==> src/rtl/alu_pkg.sv <==
// Shared ALU definitions: operation codes (common with control_unit),
// execute-stage state encoding and the default datapath width.
package alu_pkg;

  localparam int unsigned WIDTH = 8;

  localparam logic [2:0] ALU_ADD = 3'b000;
  localparam logic [2:0] ALU_SUB = 3'b001;
  localparam logic [2:0] ALU_AND = 3'b010;
  localparam logic [2:0] ALU_OR  = 3'b011;
  localparam logic [2:0] ALU_XOR = 3'b100;
  localparam logic [2:0] ALU_MUL = 3'b101;
  localparam logic [2:0] ALU_DIV = 3'b110;
  localparam logic [2:0] ALU_CMP = 3'b111;

  typedef enum logic [1:0] {
    ST_IDLE = 2'd0,
    ST_CALC = 2'd1,
    ST_DONE = 2'd2
  } alu_state_e;

endpackage

==> src/rtl/alu_seq_muldiv.sv <==
// Iterative unsigned multiply (shift-add) and restoring divide, one bit per cycle.
// {hi_c,lo_c} is the value being written by the final iteration while done_c is high.
module alu_seq_muldiv
  import alu_pkg::*;
#(
  parameter int unsigned W = alu_pkg::WIDTH
) (
  input  logic         clk,
  input  logic         rst_n,
  input  logic         start,
  input  logic         is_div,
  input  logic [W-1:0] a,
  input  logic [W-1:0] b,
  output logic         done_c,
  output logic [W-1:0] hi_c,
  output logic [W-1:0] lo_c
);

  localparam int unsigned CW = $clog2(W) + 1;

  logic           busy_q, busy_d;
  logic           div_q, div_d;
  logic [CW-1:0]  cnt_q, cnt_d;
  logic [W-1:0]   opnd_q, opnd_d;
  logic [2*W-1:0] acc_q, acc_d;
  logic [W:0]     ext;

  // acc holds {partial product, multiplier} for mul and {remainder, quotient} for div
  always_comb begin
    busy_d = busy_q;
    div_d  = div_q;
    cnt_d  = cnt_q;
    opnd_d = opnd_q;
    acc_d  = acc_q;
    done_c = 1'b0;
    ext    = '0;
    if (start) begin
      busy_d = 1'b1;
      div_d  = is_div;
      cnt_d  = '0;
      opnd_d = is_div ? b : a;
      acc_d  = is_div ? {W'(0), a} : {W'(0), b};
    end else if (busy_q) begin
      if (div_q) begin
        ext = acc_q[2*W-1:W-1];
        if (ext >= {1'b0, opnd_q}) begin
          ext   = ext - {1'b0, opnd_q};
          acc_d = {ext[W-1:0], acc_q[W-2:0], 1'b1};
        end else begin
          acc_d = {ext[W-1:0], acc_q[W-2:0], 1'b0};
        end
      end else begin
        ext   = {1'b0, acc_q[2*W-1:W]} + (acc_q[0] ? {1'b0, opnd_q} : (W+1)'(0));
        acc_d = {ext, acc_q[W-1:1]};
      end
      cnt_d = cnt_q + CW'(1);
      if (cnt_q == CW'(W-1)) begin
        busy_d = 1'b0;
        done_c = 1'b1;
      end
    end
  end

  assign hi_c = acc_d[2*W-1:W];
  assign lo_c = acc_d[W-1:0];

  always_ff @(posedge clk or negedge rst_n) begin
    if (!rst_n) begin
      busy_q <= 1'b0;
      div_q  <= 1'b0;
      cnt_q  <= '0;
      opnd_q <= '0;
      acc_q  <= '0;
    end else begin
      busy_q <= busy_d;
      div_q  <= div_d;
      cnt_q  <= cnt_d;
      opnd_q <= opnd_d;
      acc_q  <= acc_d;
    end
  end

endmodule

==> src/rtl/alu_exec_unit.sv <==
// Execute stage: valid/ready wrapped ALU with single-cycle logic/arith ops
// and an iterative mul/div engine; all outputs registered.
module alu_exec_unit
  import alu_pkg::*;
#(
  parameter int unsigned WIDTH = alu_pkg::WIDTH
) (
  input  logic             clk,
  input  logic             rst_n,
  input  logic             in_valid,
  output logic             in_ready,
  input  logic [2:0]       alu_sel,
  input  logic [WIDTH-1:0] op_a,
  input  logic [WIDTH-1:0] op_b,
  output logic             out_valid,
  input  logic             out_ready,
  output logic [WIDTH-1:0] result,
  output logic [WIDTH-1:0] result_hi,
  output logic             flag_zero,
  output logic             flag_carry,
  output logic             flag_neg,
  output logic             div_by_zero
);

  alu_state_e       state_q, state_d;
  logic [2:0]       sel_q, sel_d;
  logic             in_ready_q, in_ready_d;
  logic             out_valid_q, out_valid_d;
  logic [WIDTH-1:0] result_q, result_d;
  logic [WIDTH-1:0] result_hi_q, result_hi_d;
  logic             zero_q, zero_d;
  logic             carry_q, carry_d;
  logic             neg_q, neg_d;
  logic             dbz_q, dbz_d;

  logic             accept_c;
  logic             start_c;
  logic [WIDTH:0]   sum_c;
  logic [WIDTH:0]   diff_c;
  logic             md_done_c;
  logic [WIDTH-1:0] md_hi_c;
  logic [WIDTH-1:0] md_lo_c;

  assign accept_c = in_valid && in_ready_q;
  assign sum_c    = {1'b0, op_a} + {1'b0, op_b};
  assign diff_c   = {1'b0, op_a} - {1'b0, op_b};

  alu_seq_muldiv #(.W(WIDTH)) u_muldiv (
    .clk    (clk),
    .rst_n  (rst_n),
    .start  (start_c),
    .is_div (alu_sel == ALU_DIV),
    .a      (op_a),
    .b      (op_b),
    .done_c (md_done_c),
    .hi_c   (md_hi_c),
    .lo_c   (md_lo_c)
  );

  // Next-state, handshake and result/flag capture
  always_comb begin
    state_d     = state_q;
    sel_d       = sel_q;
    in_ready_d  = in_ready_q;
    out_valid_d = out_valid_q;
    result_d    = result_q;
    result_hi_d = result_hi_q;
    zero_d      = zero_q;
    carry_d     = carry_q;
    neg_d       = neg_q;
    dbz_d       = dbz_q;
    start_c     = 1'b0;
    unique case (state_q)
      ST_IDLE: begin
        if (accept_c) begin
          sel_d       = alu_sel;
          in_ready_d  = 1'b0;
          out_valid_d = 1'b1;
          state_d     = ST_DONE;
          result_hi_d = '0;
          carry_d     = 1'b0;
          dbz_d       = 1'b0;
          case (alu_sel)
            ALU_ADD: begin
              result_d = sum_c[WIDTH-1:0];
              carry_d  = sum_c[WIDTH];
            end
            ALU_SUB: begin
              result_d = diff_c[WIDTH-1:0];
              carry_d  = diff_c[WIDTH];
            end
            ALU_AND: result_d = op_a & op_b;
            ALU_OR:  result_d = op_a | op_b;
            ALU_XOR: result_d = op_a ^ op_b;
            ALU_MUL: begin
              start_c     = 1'b1;
              out_valid_d = 1'b0;
              state_d     = ST_CALC;
            end
            ALU_DIV: begin
              if (op_b == '0) begin
                result_d    = '1;
                result_hi_d = op_a;
                dbz_d       = 1'b1;
              end else begin
                start_c     = 1'b1;
                out_valid_d = 1'b0;
                state_d     = ST_CALC;
              end
            end
            default: result_d = '0;
          endcase
          zero_d = (result_d == '0);
          neg_d  = result_d[WIDTH-1];
          if (alu_sel == ALU_CMP) begin
            zero_d  = (op_a == op_b);
            carry_d = diff_c[WIDTH];
            neg_d   = diff_c[WIDTH-1];
          end
        end
      end
      ST_CALC: begin
        if (md_done_c) begin
          result_d    = md_lo_c;
          result_hi_d = md_hi_c;
          neg_d       = md_lo_c[WIDTH-1];
          if (sel_q == ALU_MUL) begin
            carry_d = (md_hi_c != '0);
            zero_d  = (md_hi_c == '0) && (md_lo_c == '0);
          end else begin
            carry_d = 1'b0;
            zero_d  = (md_lo_c == '0);
          end
          out_valid_d = 1'b1;
          state_d     = ST_DONE;
        end
      end
      ST_DONE: begin
        if (out_ready) begin
          out_valid_d = 1'b0;
          in_ready_d  = 1'b1;
          state_d     = ST_IDLE;
        end
      end
      default: begin
        out_valid_d = 1'b0;
        in_ready_d  = 1'b1;
        state_d     = ST_IDLE;
      end
    endcase
  end

  always_ff @(posedge clk or negedge rst_n) begin
    if (!rst_n) begin
      state_q     <= ST_IDLE;
      sel_q       <= ALU_ADD;
      in_ready_q  <= 1'b1;
      out_valid_q <= 1'b0;
      result_q    <= '0;
      result_hi_q <= '0;
      zero_q      <= 1'b0;
      carry_q     <= 1'b0;
      neg_q       <= 1'b0;
      dbz_q       <= 1'b0;
    end else begin
      state_q     <= state_d;
      sel_q       <= sel_d;
      in_ready_q  <= in_ready_d;
      out_valid_q <= out_valid_d;
      result_q    <= result_d;
      result_hi_q <= result_hi_d;
      zero_q      <= zero_d;
      carry_q     <= carry_d;
      neg_q       <= neg_d;
      dbz_q       <= dbz_d;
    end
  end

  assign in_ready    = in_ready_q;
  assign out_valid   = out_valid_q;
  assign result      = result_q;
  assign result_hi   = result_hi_q;
  assign flag_zero   = zero_q;
  assign flag_carry  = carry_q;
  assign flag_neg    = neg_q;
  assign div_by_zero = dbz_q;

endmodule

==> config.mk <==
export PLATFORM = sky130hd
export DESIGN_NAME = alu_exec_unit
export DESIGN_NICKNAME = d
export VERILOG_FILES = /design/src/rtl/alu_pkg.sv /design/src/rtl/alu_seq_muldiv.sv /design/src/rtl/alu_exec_unit.sv
export SDC_FILE = /design/constraint.sdc
export NUM_CORES = 1
export LEC_CHECK = 0
export CAP_MARGIN = 15
export CORE_MARGIN = 4
export CORE_UTILIZATION = 30
export DETAILED_ROUTE_END_ITERATION = 8
export PLACE_DENSITY = 0.55
export SYNTH_ARGS = -nofsm -noshare
export SYNTH_HDL_FRONTEND = slang
export SYNTH_HIERARCHICAL = 1
export SYNTH_SLANG_ARGS = --single-unit
==> constraint.sdc <==
create_clock -name clk -period 5.6 [get_ports clk]
set_clock_uncertainty 0.2 [all_clocks]
set_input_delay 0.84 -clock clk [delete_from_list [all_inputs] [get_ports clk]]
set_output_delay 0.84 -clock clk [all_outputs]
set_load 0.03 [all_outputs]
==> After elaboration in Yosys (flattened, before gate mapping) <==
Cells that the tools add are included.
{ "totals": {"reg_bits": 57} }
{ "classes": {"addsub": 5, "n_lt_le_gt_ge": 1, "eq_ne": 15, "mux": 62, "bitwise": 4, "n_reduce_logical": 15} }
{ "op_table": {"columns": ["operator", "count"], "rows": [
  ["8-bit 2-to-1 mux", 12],
  ["16-bit 2-to-1 mux", 4],
  ["8-bit one-hot mux with 7 select lines", 1],
  ["8-bit zero test", 4],
  ["8-bit one-hot mux with 2 select lines", 2],
  ["1-bit 2-to-1 mux", 27],
  ["8-bit by 8-bit adder with 9-bit output", 2],
  ["3-bit equality test, second input constant", 5],
  ["1-bit one-hot mux with 2 select lines", 6],
  ["9-bit by 8-bit >= comparator with 1-bit output", 1],
  ["3-bit AND reduction", 3],
  ["8-bit by 8-bit subtractor with 9-bit output", 1],
  ["8-bit bitwise AND", 1],
  ["8-bit equality test", 1],
  ["2-bit 2-to-1 mux", 4],
  ["4-bit 2-to-1 mux", 2],
  ["8-bit bitwise OR", 1],
  ["8-bit nonzero test", 1],
  ["8-bit subtractor", 1],
  ["8-bit XOR", 1],
  ["3-bit by 2-bit equality test with 1-bit output, second input constant", 2],
  ["2-bit != test, second input constant", 3],
  ["1-bit one-hot mux with 3 select lines", 2],
  ["2-bit one-hot mux with 3 select lines", 1],
  ["other kinds (12)", 14]
]} }

==> Logic depth before layout (Yosys ltp) <==
Gate-level depths: netlist (run 1).
{ "depth": {"depth_word": 11, "ltp_mapped": 17, "mapped_depth_nobuf": 17} }

==> Cells and area by module <==
Netlist (run 1), hierarchy kept.
{ "modules_own_cells": {"columns": ["module", "n_inst", "cells_per_inst", "area_each_um2"], "rows": [
  ["alu_exec_unit", 1, 319, 2553.7],
  ["alu_seq_muldiv", 1, 282, 2393.5]
]} }

==> Worst setup path before layout (run 1) <==
No wires, ideal clock.
{ "synth_timing": {"kind": "in2reg", "startpoint": "input in_valid", "endpoint": "register zero_q (netlist: flag_zero)", "arrival_ns": 3.887, "t_required_ns": 5.308, "slack_ns": 1.421, "path_stages": 14, "path_cell_list": "nand2_1 -> nor3b_1 -> nand2_1 -> nor2_1 -> clkbuf_1 -> clkbuf_1 -> nor3_1 -> nor4_1 -> a211oi_1 -> o211ai_1 -> o211ai_1 -> or4_1 -> or4_1 -> o31ai_2"} }
{ "synth_via": {"elab_chain_cells": 9, "elab_cells_between_ends": 14, "cone_classes": "eq/ne: 2; mux: 7; reduce/logical: 5"} }
{ "synth_lines": {"columns": ["element", "line_no", "text"], "rows": [
  ["from (decl)", "alu_exec_unit.sv:10", "input logic in_valid,"],
  ["1-bit logical AND", "alu_exec_unit.sv:44", "assign accept_c = in_valid && in_ready_q;"],
  ["1-bit 2-to-1 mux", "alu_exec_unit.sv:75", "if (accept_c) begin"],
  ["1-bit 2-to-1 mux", "alu_exec_unit.sv:73", "unique case (state_q)"],
  ["net start_c", "alu_exec_unit.sv:37", "logic start_c;"],
  ["16-bit 2-to-1 mux", "alu_seq_muldiv.sv:37", "if (start) begin"],
  ["net md_hi_c[2]", "alu_exec_unit.sv:41", "logic [WIDTH-1:0] md_hi_c;"],
  ["8-bit zero test", "alu_exec_unit.sv:129", "zero_d = (md_hi_c == '0) && (md_lo_c == '0);"],
  ["1-bit logical AND", "alu_exec_unit.sv:129", null],
  ["1-bit 2-to-1 mux", "alu_exec_unit.sv:127", "if (sel_q == ALU_MUL) begin"],
  ["1-bit 2-to-1 mux", "alu_exec_unit.sv:123", "if (md_done_c) begin"],
  ["1-bit one-hot mux with 2 select lines", "alu_exec_unit.sv:73", null],
  ["to (signal assigned)", "alu_exec_unit.sv:172", "zero_q <= zero_d;"],
  ["to (decl)", "alu_exec_unit.sv:31", "logic zero_q, zero_d;"]
]} }
The timed path passes the listed nets, and every way through them passes these cells. The select of a mux whose other input is x is not followed.
A chain may end at the register's enable or synchronous reset.

==> Final worst setup path (run 1) <==
{ "layout_timing": {"startpoint": "register u_muldiv.acc_q[13]", "endpoint": "register zero_q (netlist: flag_zero)"} }
{ "layout_via": {"elab_chain_cells": 10, "elab_cells_between_ends": 13, "cone_classes": "add/sub: 2; order compare: 1; mux: 7; reduce/logical: 3"} }
{ "layout_lines": {"columns": ["element", "line_no", "text"], "rows": [
  ["from (decl)", "alu_seq_muldiv.sv:25", "logic [2*W-1:0] acc_q, acc_d;"],
  ["from (signal assigned)", "alu_seq_muldiv.sv:73", "acc_q <= '0;"],
  ["from (signal assigned)", "alu_seq_muldiv.sv:79", "acc_q <= acc_d;"],
  ["8-bit subtractor or 9-bit by 8-bit >= comparator with 1-bit output (tied branches)", "alu_seq_muldiv.sv:47, alu_seq_muldiv.sv:46", null],
  ["16-bit 2-to-1 mux", "alu_seq_muldiv.sv:46", "if (ext >= {1'b0, opnd_q}) begin"],
  ["16-bit 2-to-1 mux *", "alu_seq_muldiv.sv:44", "if (div_q) begin"],
  ["16-bit 2-to-1 mux *", "alu_seq_muldiv.sv:43", "end else if (busy_q) begin"],
  ["16-bit 2-to-1 mux *", "alu_seq_muldiv.sv:37", null],
  ["net md_hi_c[7]", "alu_exec_unit.sv:41", null],
  ["8-bit zero test *", "alu_exec_unit.sv:129", null],
  ["1-bit logical AND *", "alu_exec_unit.sv:129", null],
  ["1-bit 2-to-1 mux *", "alu_exec_unit.sv:127", null],
  ["1-bit 2-to-1 mux *", "alu_exec_unit.sv:123", null],
  ["1-bit one-hot mux with 2 select lines *", "alu_exec_unit.sv:73", null]
]} }
The timed path passes the listed nets; every way through them passes the cells marked *. The select of a mux whose other input is x is not followed.

==> results.sh, run 1 <==
export IMPL_worst_setup_path_type="reg -> reg"
export IMPL_io_pins=45
export IMPL_ys_warn_count=6
export IMPL_instances_no_fill=849
export IMPL_clk_latency_ns=0.30
export IMPL_critPathArrivalTime_ns=4.69
export IMPL_grt_overflow_total=0
export IMPL_root_buffer="clkbuf_16"
export IMPL_final_cell_mix="nor2_1 (77), dfrtp_1 (55), a21oi_1 (46), clkdlybuf4s50_1 (43), ha_1 (41)"
export IMPL_finalSetupViolCount=0
export IMPL_yosys_mux_area_fraction_pct=8.19
export IMPL_slew_headroom_pct=39.8
export IMPL_io_buffer_count=44
export IMPL_synth_edf_count=0
export IMPL_min_to="flag_neg"
export IMPL_antenna_found_initial=0
export IMPL_drive_above_1_share_pct=6.48
export IMPL_nFillCells=1685
export IMPL_reg2reg_depth=13
export IMPL_synth_compound_area_share_pct=23.0
export IMPL_coreArea_sq_um=16000
export IMPL_syn_area_per_cell_sq_um=8.23
export IMPL_power_density_nw_per_um2=164
export IMPL_hold_viol_final=0
export IMPL_grt_pass1_wl_um=25000
export IMPL_async_reset_ff_share_pct=100
export IMPL_diodes=0
export IMPL_netlist_area_sq_um=4950
export IMPL_routed_wl_um=15400
export IMPL_cts_setup_buffers=0
export IMPL_clock_sinks=56
export IMPL_hold_path_depth=2
export IMPL_fin_nets=700
export IMPL_rsz0062_at_grt="no"
export IMPL_maxCapViolations=0
export IMPL_synth_seq_cells=56
export IMPL_synth_xor_area_share_pct=3.36
export IMPL_seq_area_sq_um=1400
export IMPL_total_power_mw=0.944
export IMPL_r2r_end="flag_zero"
export IMPL_place_hpwl_um=12300
export IMPL_synth_nets=669
export IMPL_die_w_um=136
export IMPL_outcome="finished, final reports clean"
export IMPL_synthAdderAreaFrac_pct=12.0
export IMPL_grt_max_degree=57
export IMPL_vias_per_cell=5.38
export IMPL_endpoint_kind="flip-flop"
export IMPL_cts_resized=0
export IMPL_ys_seq_area_share_pct=28.4
export IMPL_holdCritPathClass="reg -> reg"
export IMPL_required_ns=5.62
export IMPL_rrSetupSlack_ns=0.93
export IMPL_reg2reg_from="u_muldiv/acc_q[13]"
export IMPL_rows=46
export IMPL_hold_start="flag_neg"
export IMPL_clk_pin_slew_ns=0.08
export IMPL_drc=0
export IMPL_fp_dieH_um=136
export IMPL_hold_buffers=0
export IMPL_mostFrequentLayoutCell="nor2_1"
export IMPL_p_leak_nw=2.45
export IMPL_die_area_sq_um=18600
export IMPL_synthCells=601
export IMPL_placed_cells_incl_taps=841
export IMPL_initial_core_util_pct=30.9
export IMPL_cts_tree="done"
export IMPL_fin_setup_tns_ns=0
export IMPL_drv_slew=0
export IMPL_worstMarginPinSlew_ns=0.898
export IMPL_fmax_ghz=0.214
export IMPL_place_congestion=0.878
export IMPL_holdWs_ns=0.305
export IMPL_antenna_left=0
export IMPL_crit_fanout=11
export IMPL_finalCritPeriodShare_pct=83.4
export IMPL_cts_made_buffers=5
export IMPL_dr_pass1_iters=5
export IMPL_area_delta_synth_final_pct=16.6
export IMPL_ir_worst_vdd_mv=0.114
export IMPL_multiInputGateArea_sq_um=3230
export IMPL_synth_top_family_by_area="compound AO/OA/AOI/OAI gates"
export IMPL_startpoint_type="flip-flop"
export IMPL_cts_htree_levels=2
export IMPL_grt_pass1_vias=4549
export IMPL_period_minus_slack_ns=4.67
export IMPL_grtUsageTotal_pct=17.0
export IMPL_wl_per_cell_um=18.1
export IMPL_ctsLongestPathBuffers=2
export IMPL_yosysUniqueCellTypes=67
export IMPL_dr_total_vias=4565
export IMPL_synthSimpleGateAreaFrac_pct=18.6
export IMPL_drt_iter0_drc=350
export IMPL_synthFlopType="dfrtp_1"
[synth_stat cells, types with 2 or more instances]
cell / instances / area [sq um]
o21ai_0: 23 / 115
a21boi_1: 5 / 37.5
o211ai_1: 5 / 37.5
nand4_1: 2 / 12.5
mux2i_1: 30 / 300
fa_1: 4 / 80.1
or3_1: 6 / 37.5
nand3_1: 11 / 55.1
a21boi_0: 2 / 15.0
buf_2: 8 / 40.0
o21ai_1: 10 / 50.1
o22ai_1: 9 / 56.3
nand2_1: 38 / 143
o2111ai_1: 2 / 17.5
a211o_1: 2 / 17.5
o21bai_1: 4 / 30.0
nand2b_1: 7 / 43.8
nor2b_1: 7 / 43.8
a221oi_1: 12 / 105
o31ai_1: 3 / 22.5
and2_1: 10 / 62.6
o221ai_1: 5 / 43.8
a211oi_1: 17 / 128
o31ai_2: 2 / 25.0
a31oi_1: 3 / 18.8
nor4_1: 9 / 56.3
ha_1: 41 / 513
buf_6: 3 / 33.8
a21o_1: 7 / 52.6
or4_1: 2 / 15.0
xor2_1: 4 / 35.0
nor3_1: 11 / 55.1
and3_1: 4 / 25.0
a21oi_1: 46 / 230
inv_1: 40 / 150
nor3b_1: 3 / 22.5
dfrtp_1: 55 / 1380
o21a_1: 4 / 30.0
nand3b_1: 2 / 15.0
nor2_1: 78 / 293
clkbuf_1: 21 / 78.8
xnor2_1: 15 / 131
mux2_1: 2 / 22.5
mux2_2: 4 / 45.0
[critical path, cell delays in order, from the launching register on]
cell,delay [ns]
dfrtp_1,0.43
ha_1,0.36
a21oi_1,0.11
a31oi_1,0.74
and2_4,0.32
mux2_4,0.31
a32o_1,0.30
nor4_1,0.30
a211oi_1,0.19
o211ai_1,0.20
o211ai_1,0.11
or4_1,0.40
or4_1,0.42
o31ai_2,0.19
[stage by stage]
step	util (%)	cell area, sq um	setup slack (ns)
after detailed placement	35.0	5600	0.664
after CTS	36.0	5770	0.925
final	36.0	5770	0.929
after floorplan	-	4950	1.42
after global routing	36.0	5770	0.609
after global placement	35.0	5600	0.763
[area by class of cell]
cell class                      instances  share of cell area (%)
Clock inverter                          3                   0.803
Multi-Input combinational cell        469                    55.9
Sequential cell                        56                    24.3
Clock buffer                            5                    2.17
Tap cell                              216                    4.69
Inverter                               42                    2.73
Timing Repair Buffer                   58                    9.37
[cells by family after synthesis]
kind of cell	count (synthesis)
simple gates	195
fa+ha+maj	45
xor+xnor	19
mux	38
compound gates	172
buf+inv	76
flops	56
[sequential cells by signal (all words and copies together), names as in the netlist, 2 cells and up]
register,cells
result,8
result_hi,8
sel_q,3
state_q,2
u_muldiv/acc_q,16
u_muldiv/cnt_q,4
u_muldiv/opnd_q,8
[report_power, final]
part | switching (mW) | internal (mW) | total, mW | leakage [nW]
sequential | 0 | 0.404 | 0.404 | 0.727
combinational | 0.105 | 0.0682 | 0.173 | 1.64
clock | 0.153 | 0.214 | 0.367 | 0.0857
total | 0.258 | 0.686 | 0.944 | 2.45
[layer usage]
layer / GRT usage, % / vias to the layer above / part of all wire [%]
met3: 1.52 / 24 / 4.0
met4: 5.32 / 0 / 2.7
met1: 22.6 / 2179 / 44
li1: - / 2206 / -
met5: 0 / - / 0
met2: 29.3 / 156 / 49
[how the worst max path moves through the flow]
stage	start	endpoint	slack (ns)	cells after the start
floorplan	in_valid	flag_zero	1.42	14
global placement	op_b[1]	flag_zero	0.76	15
detailed placement	op_b[1]	flag_zero	0.66	15
CTS	u_muldiv/acc_q[13]	flag_zero	0.93	13
global route	u_muldiv/opnd_q[3]	flag_zero	0.61	15
finish	u_muldiv/acc_q[13]	flag_zero	0.93	13
(Power assumes the default switching activity.)
==> run 2, diff against run 1 <==
==> constraint.sdc (replaced) <==
create_clock -name clk -period 4.4 [get_ports clk]
set_clock_uncertainty 0.2 [all_clocks]
set_input_delay 0.66 -clock clk [delete_from_list [all_inputs] [get_ports clk]]
set_output_delay 0.66 -clock clk [all_outputs]
set_load 0.03 [all_outputs]
==> results.sh, run 2 (synthesized netlist as in run 1, its figures left out) <==
export IMPL_fp_dieH_um=136
export IMPL_grt_pass1_vias=4792
export IMPL_period_minus_slack_ns=4.15
export IMPL_p_leak_nw=2.73
export IMPL_drv_slew=0
export IMPL_startpoint_type="flip-flop"
export IMPL_ctsLongestPathBuffers=2
export IMPL_reg2reg_from="u_muldiv/acc_q[8]"
export IMPL_cts_htree_levels=2
export IMPL_routed_wl_um=16500
export IMPL_placed_cells_incl_taps=887
export IMPL_dr_total_vias=4765
export IMPL_mostFrequentLayoutCell="nor2_1"
export IMPL_fin_nets=756
export IMPL_critPathArrivalTime_ns=4.16
export IMPL_r2r_end="flag_zero"
export IMPL_rows=46
export IMPL_outcome="finished, final reports clean"
export IMPL_drt_iter0_drc=220
export IMPL_clk_latency_ns=0.30
export IMPL_largest_register="u_muldiv/acc_q"
export IMPL_antenna_left=0
export IMPL_crit_fanout=6
export IMPL_die_area_sq_um=18600
export IMPL_wl_per_cell_um=18.2
export IMPL_finalSetupViolCount=0
export IMPL_fmax_ghz=0.241
export IMPL_holdCritPathClass="in -> async"
export IMPL_worst_setup_path_type="reg -> reg"
export IMPL_hold_viol_final=0
export IMPL_final_util_pct=39.6
export IMPL_cts_made_buffers=5
export IMPL_clk_pin_slew_ns=0.08
export IMPL_diodes=0
export IMPL_fin_setup_tns_ns=0
export IMPL_vias_per_cell=5.27
export IMPL_grt_overflow_total=0
export IMPL_die_w_um=136
export IMPL_grt_pass1_wl_um=25800
export IMPL_cts_tree="done"
export IMPL_slew_headroom_pct=36.7
export IMPL_area_delta_synth_final_pct=28.1
export IMPL_final_cell_mix="nor2_1 (77), buf_4 (68), dfrtp_1 (53), clkdlybuf4s50_1 (43), a21oi_1 (41)"
export IMPL_io_buffer_count=44
export IMPL_setup_ws_ns=0.250
export IMPL_dr_pass1_iters=5
export IMPL_place_congestion=0.943
export IMPL_clock_sinks=56
export IMPL_worstMarginPinSlew_ns=0.949
export IMPL_largest_register_ffs=16
export IMPL_grtUsageTotal_pct=17.9
export IMPL_drc=0
export IMPL_endpoint_kind="flip-flop"
export IMPL_grt_max_degree=42
export IMPL_nFillCells=1658
export IMPL_initial_core_util_pct=30.9
export IMPL_required_ns=4.41
export IMPL_instances_no_fill=905
export IMPL_coreArea_sq_um=16000
export IMPL_antenna_found_initial=0
export IMPL_drive_above_1_share_pct=17.1
export IMPL_power_density_nw_per_um2=191
export IMPL_maxCapViolations=0
export IMPL_reg2reg_depth=14
export IMPL_root_buffer="clkbuf_16"
export IMPL_finalCritPeriodShare_pct=94.3
export IMPL_dp_slack_ns=-0.101
export IMPL_ir_worst_vdd_mv=0.145
export IMPL_io_pins=45
export IMPL_place_hpwl_um=13300
export IMPL_rrSetupSlack_ns=0.25
## run 2: changes by cell type in the layout (fill, tap and decap cells not counted), sizes merged
cell    previous run  this run
clkbuf             5         6
buf               15        71
clkinv             2         1
## run 2: area by class of cell
class	count	area, sq um	share of cell area (%)
flip-flops and latches	56	1410	22.2
inverters	42	158	2.49
repair buffers	114	986	15.6
clock buffers	6	129	2.03
multi-input cells	469	3350	52.9
clock inverters	2	38.8	0.612
well taps	216	270	4.26
## run 2: critical path, cell delays in order (launching register included)
cell and delay, ns:
dfrtp_2 0.44, ha_1 0.30, nor2b_1 0.16, o21ai_2 0.22, nand4_1 0.19, and2_4 0.22
mux2_4 0.30, a32o_1 0.28, nor4_2 0.30, a211oi_2 0.14, o211ai_1 0.19, o211ai_1 0.10
or4_1 0.40, or4_1 0.42, o31ai_2 0.19
## run 2: worst max path at each step
| stage | startpoint | endpoint | slack, ns | cells past startpoint |
|---|---|---|---|---|
| detailed placement | in_valid | flag_zero | -0.10 | 15 |
| floorplan | state_q[0] | flag_zero | 0.40 | 16 |
| global placement | op_b[6] | flag_zero | 0.04 | 15 |
| finish | u_muldiv/acc_q[8] | flag_zero | 0.25 | 14 |
| CTS | u_muldiv/acc_q[7] | flag_zero | 0.03 | 17 |
| global route | u_muldiv/opnd_q[1] | flag_zero | -0.006 | 15 |
## run 2: per-stage QoR
stage / hold slack, ns / total power, mW / instance area [sq um]
after global placement: 0.284 / 0.753 / 5970
after detailed placement: 0.296 / 0.754 / 5970
after global routing: 0.0881 / 1.26 / 6340
final: 0.0669 / 1.21 / 6340
after CTS: 0.0692 / 1.22 / 6140
after floorplan: 0.164 / 0.653 / 4950
## run 2: report_power, final
part	switching, mW	internal (mW)	leakage, nW
clock	0.191	0.271	0.0815
combinational	0.135	0.0967	1.93
sequential	0	0.514	0.723
## run 2: repair_timing
item                                    4_1_cts  5_1_grt
hold buffers                                  0        0
setup buffers                                 0       10
resized for setup                             1       25
pin swaps                                     0       11
endpoints found under the setup margin        1        1
## run 2: layer usage
metal | routed length [um] | GRT usage [%] | share of wire [%]
met4 | 518 | 6.49 | 3.1
met2 | 8310 | 32.5 | 50
met1 | 7070 | 21.6 | 43
met3 | 564 | 2.37 | 3.4
met5 | 0 | 0 | 0
==> run 3, diff against run 2 <==
--- a/config.mk
+++ b/config.mk
@@ -10,6 +10,7 @@
 export CORE_UTILIZATION = 30
 export DETAILED_ROUTE_END_ITERATION = 8
 export PLACE_DENSITY = 0.55
+export REMOVE_ABC_BUFFERS = 1
 export SYNTH_ARGS = -nofsm -noshare
 export SYNTH_HDL_FRONTEND = slang
 export SYNTH_HIERARCHICAL = 1
==> results.sh, run 3 (synthesized netlist as in run 1, its figures left out) <==
export IMPL_outcome="finished, final reports clean"
export IMPL_finalSetupViolCount=0
export IMPL_hold_viol_final=0
export IMPL_p_sw_mw=0.330
export IMPL_critPathTopFamily="simple AND/OR/NAND/NOR gates"
export IMPL_final_cell_mix="nor2_1 (77), buf_4 (62), dfrtp_1 (55), clkdlybuf4s50_1 (43), a21oi_1 (41)"
export IMPL_path_cells="clkdlybuf4s50_1 -> inv_1 -> nor2_1 -> a21oi_1 -> nor2_2 -> buf_12 -> nor2_1 -> nand2_1 -> o21ai_1 -> nor4_4 -> a211oi_2 -> o211ai_1 -> o211ai_1 -> or4_1 -> or4_1 -> o31ai_2"
export IMPL_largest_register="u_muldiv/acc_q"
export IMPL_critPathArrivalTime_ns=4.21
export IMPL_cts_htree_levels=2
export IMPL_final_util_pct=39.7
export IMPL_antenna_found_initial=0
export IMPL_required_ns=4.41
export IMPL_fmax_ghz=0.238
export IMPL_placed_cells_incl_taps=889
export IMPL_critPathBufInv=3
export IMPL_clk_pin_slew_ns=0.07
export IMPL_place_congestion=0.957
export IMPL_clock_sinks=56
export IMPL_fp_dieH_um=136
export IMPL_io_pins=45
export IMPL_initial_core_util_pct=30.9
export IMPL_vias_per_cell=5.32
export IMPL_drt_iter0_drc=366
export IMPL_seq_power_share_pct=41.9
export IMPL_power_density_nw_per_um2=193
export IMPL_area_delta_synth_final_pct=28.3
export IMPL_ir_worst_vdd_mv=0.148
export IMPL_pwr_share_clk_pct=39.2
export IMPL_place_hpwl_um=13600
export IMPL_die_w_um=136
export IMPL_p_leak_nw=2.74
export IMPL_cts_tree="done"
export IMPL_fin_nets=751
export IMPL_period_minus_slack_ns=4.20
export IMPL_antenna_left=0
export IMPL_dr_total_vias=4792
export IMPL_coreArea_sq_um=16000
export IMPL_slew_headroom_pct=32.5
export IMPL_io_buffer_count=44
export IMPL_dr_pass1_iters=5
export IMPL_grtUsageTotal_pct=18.4
export IMPL_mostFrequentLayoutCell="nor2_1"
export IMPL_internal_power_mw=0.897
export IMPL_holdWs_ns=0.279
export IMPL_worstMarginPinSlew_ns=1.01
export IMPL_grt_pass1_vias=4823
export IMPL_finalCritPeriodShare_pct=95.5
export IMPL_grt_max_degree=57
export IMPL_maxCapViolations=0
export IMPL_endpoint_kind="flip-flop"
export IMPL_rows=46
export IMPL_instances_no_fill=900
export IMPL_drive_above_1_share_pct=17.3
export IMPL_worst_setup_path_type="in -> reg"
export IMPL_ctsLongestPathBuffers=2
export IMPL_holdCritPathClass="in -> async"
export IMPL_largest_register_ffs=16
export IMPL_hold_buffers=0
export IMPL_dp_slack_ns=-0.246
export IMPL_critPathMaxStageDelay_ns=0.62
export IMPL_die_area_sq_um=18600
export IMPL_wl_per_cell_um=18.7
export IMPL_crit_fanout=19
export IMPL_grt_pass1_wl_um=26400
export IMPL_drc=0
export IMPL_switching_share_pct=26.9
export IMPL_drv_slew=0
export IMPL_combPwrFrac_pct=18.9
export IMPL_grt_overflow_total=0
export IMPL_total_power_mw=1.23
export IMPL_routed_wl_um=16800
export IMPL_diodes=0
export IMPL_setup_ws_ns=0.198
export IMPL_cts_made_buffers=5
export IMPL_clk_latency_ns=0.30
export IMPL_startpoint_type="primary input"
export IMPL_root_buffer="clkbuf_16"
export IMPL_crit_slowest_cell="clkdlybuf4s50_1"
## run 3: cell types whose count changed in the layout (fill, tap and decap cells not counted), moves of 2 or more
cell,delta
a211oi_1,-3
a211oi_2,+3
buf_4,-6
dfrtp_1,+2
dfrtp_2,-2
ha_2,+3
ha_4,-4
nor4_1,-2
o31ai_2,-2
o31ai_4,+2
## run 3: cell type report
| class | count | area [sq um] |
|---|---|---|
| Tap cell | 216 | 270 |
| Clock inverter | 2 | 38.8 |
| Sequential cell | 56 | 1400 |
| Inverter | 42 | 158 |
| Timing Repair Buffer | 109 | 961 |
| Clock buffer | 6 | 139 |
| Fill cell | 1674 | 9650 |
| Multi-Input combinational cell | 469 | 3380 |
## run 3: layer usage
metal  wire length, um  up-vias  track usage, %
met4               492        0            6.05
met3               799       31            2.55
li1                  -     2313               -
met1              7710     2301            25.2
met2              7850      147            29.8
met5                 0        -               0
## run 3: worst paths after layout
check | start | to | slack (ns) | cells past startpoint
min | rst_n | flag_neg | 0.28 | 2
max in group asynchronous | rst_n | u_muldiv/opnd_q[7] | 3.20 | 2
min in group clk | result_hi[3] | result_hi[3] | 0.31 | 2
max | alu_sel[0] | flag_zero | 0.20 | 16
max reg2reg | u_muldiv/acc_q[7] | flag_zero | 0.20 | 17
min reg2reg | result_hi[3] | result_hi[3] | 0.31 | 2
## run 3: power by group through the flow
stage | combinational [mW] | clock, mW | sequential, mW
final | 0.232 | 0.481 | 0.514
after detailed placement | 0.227 | 0 | 0.524
after global routing | 0.251 | 0.511 | 0.514
after CTS | 0.229 | 0.493 | 0.514
after floorplan | 0.119 | 0 | 0.525
after global placement | 0.228 | 0 | 0.524
## run 3: repair_timing
item                                    4_1_cts  5_1_grt
buffers inserted                              0        3
endpoints found under the hold margin         0        0
pin swaps                                     2        9
cloned                                        0        0
resized for setup                             6       26
endpoints found under the setup margin        1        1
## run 3: metrics by stage
| step | cell area (sq um) | TNS, ns |
|---|---|---|
| 2_1_floorplan | 4780 | -0.789 |
| 3_3_place_gp | 5990 | -0.0487 |
| 3_5_place_dp | 5990 | -0.246 |
| 4_1_cts | 6200 | 0 |
| 5_1_grt | 6350 | -0.0322 |
| 6_report | 6350 | 0 |
